[config.mk]
export PLATFORM = sky130hd
export DESIGN_NAME = nibble_serial_adder_ctrl
export DESIGN_NICKNAME = d
export VERILOG_FILES = /design/src/rtl/nibble_serial_adder_ctrl.sv
export SDC_FILE = /design/constraint.sdc
export NUM_CORES = 1
export LEC_CHECK = 0
export CAP_MARGIN = 10
export CORE_MARGIN = 2
export CORE_UTILIZATION = 45
export CTS_BUF_LIST = sky130_fd_sc_hd__clkbuf_4 sky130_fd_sc_hd__clkbuf_8
export DETAILED_ROUTE_END_ITERATION = 7
export PLACE_DENSITY = 0.73
export SYNTH_ARGS = -nofsm -noshare
export SYNTH_HDL_FRONTEND = slang
export SYNTH_SLANG_ARGS = --single-unit
export TNS_END_PERCENT = 100
[constraint.sdc]
create_clock -name clk -period 3 [get_ports clk]
set_input_delay 0.6 -clock clk [delete_from_list [all_inputs] [get_ports clk]]
set_output_delay 0.6 -clock clk [all_outputs]
set_load 0.05 [all_outputs]
[src/rtl/nibble_serial_adder_ctrl.sv]
// Nibble-serial adder/subtractor: one shared 4-bit adder processes one nibble per clock, LSB first.
// Result, carry-out and signed overflow are registered and held until the next accepted start.

module four_bit_adder (
    input  logic [3:0] a_i,
    input  logic [3:0] b_i,
    input  logic       ci_i,
    output logic [3:0] s_o,
    output logic       co_o
);
    logic [4:0] total;

    assign total = 5'(a_i) + 5'(b_i) + 5'(ci_i);
    assign s_o   = total[3:0];
    assign co_o  = total[4];
endmodule

module nibble_serial_adder_ctrl #(
    parameter int unsigned NIBBLES = 4
) (
    input  logic                 clk,
    input  logic                 rst,
    input  logic                 start,
    input  logic                 sub,
    input  logic                 cin,
    input  logic [4*NIBBLES-1:0] a,
    input  logic [4*NIBBLES-1:0] b,
    output logic                 busy,
    output logic                 done,
    output logic [4*NIBBLES-1:0] sum,
    output logic                 cout,
    output logic                 ovf
);
    localparam int unsigned W  = 4 * NIBBLES;
    localparam int unsigned IW = (NIBBLES > 1) ? $clog2(NIBBLES) : 1;

    typedef enum logic [1:0] {
        S_IDLE = 2'd0,
        S_RUN  = 2'd1,
        S_DONE = 2'd2
    } state_t;

    state_t        state_q;
    logic [IW-1:0] idx_q;
    logic          carry_q;
    logic [W-1:0]  a_q;
    logic [W-1:0]  b_q;
    logic [W-1:0]  sum_q;
    logic [W-1:0]  sum_d;
    logic          cout_q;
    logic          ovf_q;

    logic [3:0]    a_nib;
    logic [3:0]    b_nib;
    logic [3:0]    s_nib;
    logic          c_nib;
    logic          last_c;

    // Select the operand nibbles addressed by the index and merge the adder result back.
    always_comb begin
        a_nib = '0;
        b_nib = '0;
        sum_d = sum_q;
        for (int unsigned n = 0; n < NIBBLES; n++) begin
            if (idx_q == IW'(n)) begin
                a_nib          = a_q[n*4 +: 4];
                b_nib          = b_q[n*4 +: 4];
                sum_d[n*4 +: 4] = s_nib;
            end
        end
    end

    four_bit_adder u_add (
        .a_i  (a_nib),
        .b_i  (b_nib),
        .ci_i (carry_q),
        .s_o  (s_nib),
        .co_o (c_nib)
    );

    assign last_c = (idx_q == IW'(NIBBLES - 1));

    // b_q holds the already-inverted operand for subtraction, so its MSB is b_eff[W-1].
    always_ff @(posedge clk or posedge rst) begin
        if (rst) begin
            state_q <= S_IDLE;
            idx_q   <= '0;
            carry_q <= 1'b0;
            a_q     <= '0;
            b_q     <= '0;
            sum_q   <= '0;
            cout_q  <= 1'b0;
            ovf_q   <= 1'b0;
        end else begin
            case (state_q)
                S_IDLE, S_DONE: begin
                    if (start) begin
                        a_q     <= a;
                        b_q     <= b ^ {W{sub}};
                        carry_q <= sub ? 1'b1 : cin;
                        idx_q   <= '0;
                        state_q <= S_RUN;
                    end else begin
                        state_q <= S_IDLE;
                    end
                end
                S_RUN: begin
                    sum_q   <= sum_d;
                    carry_q <= c_nib;
                    idx_q   <= idx_q + IW'(1);
                    if (last_c) begin
                        state_q <= S_DONE;
                        cout_q  <= c_nib;
                        ovf_q   <= (a_q[W-1] == b_q[W-1]) && (s_nib[3] != a_q[W-1]);
                    end
                end
                default: state_q <= S_IDLE;
            endcase
        end
    end

    assign busy = (state_q == S_RUN);
    assign done = (state_q == S_DONE);
    assign sum  = sum_q;
    assign cout = cout_q;
    assign ovf  = ovf_q;
endmodule

-- Word level (Yosys, flattened, before mapping)
Index checks and enable logic that the tools add are counted.
- input port bits: 37
- output and inout port bits: 20
- register bits: 55
- reductions and logical operators: 11
- $add $sub $neg: 3
- bitwise gates (word level): 1
- multiplexer cells: 16
- eq/ne operators: 9
- operators by type and width (operator ; number):
    4-bit two-way mux ; 8
    16-bit bitwise XOR ; 1
    2-bit AND reduction ; 6
    2-bit one-hot mux with 2 select lines ; 2
    2-bit == test, second input constant ; 3
    4-bit by 4-bit adder with 5-bit output ; 1
    5-bit by 1-bit adder with 5-bit output ; 1
    2-bit by 1-bit == test with 1-bit output, second input constant ; 2
    2-bit zero test ; 2
    2-bit two-way mux ; 2
    1-bit two-way mux ; 3
    2-bit by 1-bit adder with 2-bit output, second input constant ; 1
    2-bit by 1-bit inequality test with 1-bit output, second input constant ; 1
    2-bit inequality test, second input constant ; 1
    1-bit one-hot mux with 2 select lines ; 1
    2-bit nonzero test ; 1
    2-bit OR reduction ; 1
    1-bit == test ; 1
    1-bit logical AND ; 1
    1-bit inequality test ; 1

-- Depth between registers and ports, before layout
- depth after elaboration: 9
- gate-level depth with buffers: 13
- gate-level depth less buffers: 12

-- By module
From an unflattened synthesis, not the netlist that was laid out.
- cell total of the unflattened synthesis: 262
- area, all modules: 2736.4 um^2
- modules (own cells, without submodules) (module ; instances ; area each (um^2) ; cells each ; sequential area each (um^2)):
    nibble_serial_adder_ctrl ; 1 ; 2592.5 ; 246 ; 1376.3
    four_bit_adder ; 1 ; 143.9 ; 16 ; 0.0

-- Least setup slack after synthesis
Ideal clock, no wire load.
- path kind: register -> register
- start point: reg idx_q[0]
- end point: reg carry_q
- setup slack: 0.453 ns
- cell stages (with the launch flop): 14
- arrival: 2.410 ns
- required time: 2.863 ns
- library setup time: 0.137 ns
- clock period less this slack: 2.547 ns
- path through: dfrtp_1 inv_1 ha_1 buf_6 nor2b_1 a221oi_2 nor3_1 a21oi_1 fa_1 inv_1 fa_1 a21o_1 a21oi_1 o221ai_1
- cells in the longest elaborated chain, start to end: 8
- RTL lines (what ; line ; source):
    start, declared ; 44 ; logic [IW-1:0] idx_q;
    start signal, assigned ; 110 ; idx_q <= idx_q + IW'(1);
    2-bit zero test ; 65 ; if (idx_q == IW'(n)) begin
    4-bit two-way mux (4 in series) ; 65 ;
    4-bit by 4-bit adder with 5-bit output (*) ; 13 ; assign total = 5'(a_i) + 5'(b_i) + 5'(ci_i);
    5-bit by 1-bit adder with 5-bit output (*) ; 13 ;
    1-bit one-hot mux with 2 select lines (*) ; 95 ; case (state_q)
    end signal, assigned ; 100 ; carry_q <= sub ? 1'b1 : cin;
    end signal, assigned ; 109 ; carry_q <= c_nib;
    end, declared ; 45 ; logic carry_q;
Mark *: on every way between the ends. The rest lies on a longest branch, timed or not.
A chain may end at the register's enable or synchronous reset.

-- Worst setup path after layout
Ends and elaborated chain as after synthesis.

==> flow_summary.json <==
{
  "holdPathEnd": "sum[14]",
  "finalSetupTns_ns": 0,
  "rsz0062_at_grt": "false",
  "crit_type": "flop to flop",
  "combPwrFrac": 0.563,
  "numPortBuffers": 56,
  "timing.rr.end": "carry_q",
  "swShare": 0.456,
  "tightest_slew_ns": 0.679,
  "relSlewSlack": 0.547,
  "cp-end-kind": "flop",
  "grt_max_degree": 51,
  "rows": 28,
  "critPathRequiredTime_ns": 3.17,
  "switching_power_mw": 1.91,
  "yosysUniqueCellTypes": 37,
  "overflow": 0,
  "slew_viol_final": 0,
  "cts.path.max_buffers": 2,
  "tritoncts": "done",
  "dr.pass1.iters": 4,
  "timing.final.crit_share": 0.918,
  "netlist_area_sq_um": 2730,
  "synthFlopType": "dfrtp_1",
  "ir_worst_vdd_mv": 0.691,
  "max_cap_violations": 0,
  "die_area_sq_um": 6710,
  "skew_ns": 0.00812,
  "drt-initial-drc-count": 101,
  "p_int_mw": 2.29,
  "cts-root-buf": "clkbuf_8",
  "core_area_sq_um": 5890,
  "die_h_microns": 81.9,
  "rr_startpoint": "idx_q[0]",
  "fin_nets": 391,
  "clock_latency_ns": 0.31,
  "place_congestion": 0.790,
  "hold_path_class": "flop to flop",
  "drive_above_1_share": 0.0983,
  "grt_pass1_vias": 2031,
  "fin_area_sq_um": 3480,
  "initial_core_util": 0.464,
  "vias": 2087,
  "syn_avg_cell_area_sq_um": 9.46,
  "status": "completed",
  "wl_per_cell_microns": 12.6,
  "final_util": 0.591,
  "dpl_cell_area_sq_um": 3350,
  "ant_nets": 0,
  "place_ws_ns": 0.203,
  "ys_seq_elements": 55,
  "async_reset_ff_frac": 1.00,
  "cp.arrival_ns": 2.93,
  "layout_setup_ws_ns": 0.247,
  "die_w_microns": 81.9,
  "grt_use_total": 0.178,
  "powerDensity_nw_per_um2": 1210,
  "syn_to_final_growth_pct": 27.2,
  "critical_path.startpoint": "idx_q[0]",
  "reg2reg_slack_ns": 0.25,
  "clock_sinks": 55,
  "synth_edf_count": 0,
  "final_cell_mix": "nand2_1, clkdlybuf4s50_1, dfrtp_1",
  "n_antenna_cell": 0,
  "min-delay-start": "sum[14]",
  "finalSetupViolCount": 0,
  "postCtsSetupBuffers": 0,
  "via_per_inst": 4.96,
  "h-tree-depth": 2,
  "whs_path_depth": 2,
  "r2r_cells": 12,
  "drc": 0,
  "synth-seq-area-share": 0.504,
  "setup.worst_path.start_class": "flop",
  "syn_inst": 289,
  "fin_crit_ns": 2.75,
  "cts_buffers": 5,
  "crit_fanout": 5,
  "synth_nets": 335,
  "finalHoldViolCount": 0,
  "routed_wl_mm": 5.31,
  "synth_warnings": 0,
  "fin_total_pwr_mw": 4.20,
  "timing.fmax_mhz": 363,
  "io_pins": 57,
  "leakage_nw": 1.58,
  "antenna_found_initial": 0,
  "dp_hpwl_mm": 4.06,
  "final_common_cell": "nand2_1",
  "p_seq_frac": 0.318,
  "clkPwrFrac": 0.119,
  "grt_first_pass_wirelength_mm": 9.08,
  "clkTransAtPathRegs_ns": 0.09
}
## stage by stage
stage / hold WS [ns] / cells
6_report: 0.488 / 421
3_3_place_gp: 0.460 / 413
4_1_cts: 0.492 / 421
3_5_place_dp: 0.469 / 413
2_1_floorplan: 0.438 / 289
5_1_grt: 0.517 / 421
## power by group through the flow
| stage | logic [mW] | clock network [mW] | registers, mW |
|---|---|---|---|
| 2_1_floorplan | 1.36 | 0 | 1.67 |
| 3_3_place_gp | 2.29 | 0 | 1.34 |
| 3_5_place_dp | 2.35 | 0 | 1.35 |
| 4_1_cts | 2.36 | 0.507 | 1.33 |
| 5_1_grt | 2.63 | 0.539 | 1.38 |
| 6_report | 2.36 | 0.501 | 1.33 |
## per-layer routing
layer,GRT usage,share of wire,vias to the layer above
li1,-,-,1053
met1,0.233,0.47,968
met2,0.290,0.46,57
met3,0.0407,0.044,9
met4,0.0667,0.021,0
met5,0,0,-
## cell type report
cell class	instances	area (sq um)
Fill cell	545	2410
Inverter	7	35.0
Sequential cell	55	1380
Multi-Input combinational cell	211	1230
Timing Repair Buffer	65	628
Clock inverter	2	35.0
Clock buffer	6	82.6
Tap cell	75	93.8
## flip-flops by register name (all words and copies together) (netlist names)
| register | count |
|---|---|
| b_q | 16 |
| a_q | 16 |
| ovf | 1 |
| idx_q | 2 |
| state_q | 2 |
| carry_q | 1 |
| cout | 1 |
| sum | 16 |
## cells in the mapped netlist (2+ instances only)
cell type / n / share of area
dfrtp_1: 55 / 0.50
nor2_1: 3 / 0.0041
nor3_1: 3 / 0.0055
a21oi_1: 14 / 0.026
nand2_4: 3 / 0.012
nand2_1: 93 / 0.13
mux2_2: 3 / 0.012
clkbuf_2: 2 / 0.0037
nand3b_1: 6 / 0.016
fa_1: 2 / 0.015
buf_2: 7 / 0.013
inv_1: 5 / 0.0069
ha_1: 7 / 0.032
o21ai_0: 27 / 0.049
o21ai_1: 9 / 0.016
xnor2_1: 18 / 0.058
buf_4: 3 / 0.0082
buf_6: 3 / 0.012
nor2b_1: 7 / 0.016
a221oi_2: 2 / 0.011
## how the worst max path moves through the flow
stage	slack (ns)	cells past startpoint	endpoint
floorplan	0.45	13	carry_q
global placement	0.31	11	sum[10]
detailed placement	0.20	11	sum[10]
CTS	0.16	11	sum[10]
global route	0.03	12	carry_q
finish	0.25	12	carry_q
## cells by family after synthesis
kind of cell	Yosys count	share of synthesized area
simple gates	120	0.196
compound gates	60	0.127
flops	55	0.504
buf+inv	23	0.0513
xor+xnor	18	0.0577
fa+ha+maj	9	0.0467
mux	4	0.0179
## what timing repair did
action,CTS,global route
gates resized for setup,0,2
setup endpoints to repair,0,6
hold buffers,0,0
## critical path: stages, from the launching register on
cell,delay [ns]
dfrtp_1,0.41
inv_1,0.08
ha_1,0.26
buf_4,0.18
a221oi_2,0.21
nor3_1,0.07
a21oi_1,0.18
fa_1,0.25
inv_1,0.07
fa_1,0.42
a21o_1,0.18
a21oi_1,0.18
o221ai_1,0.13
Note: power is estimated with default switching activity, not from simulation.
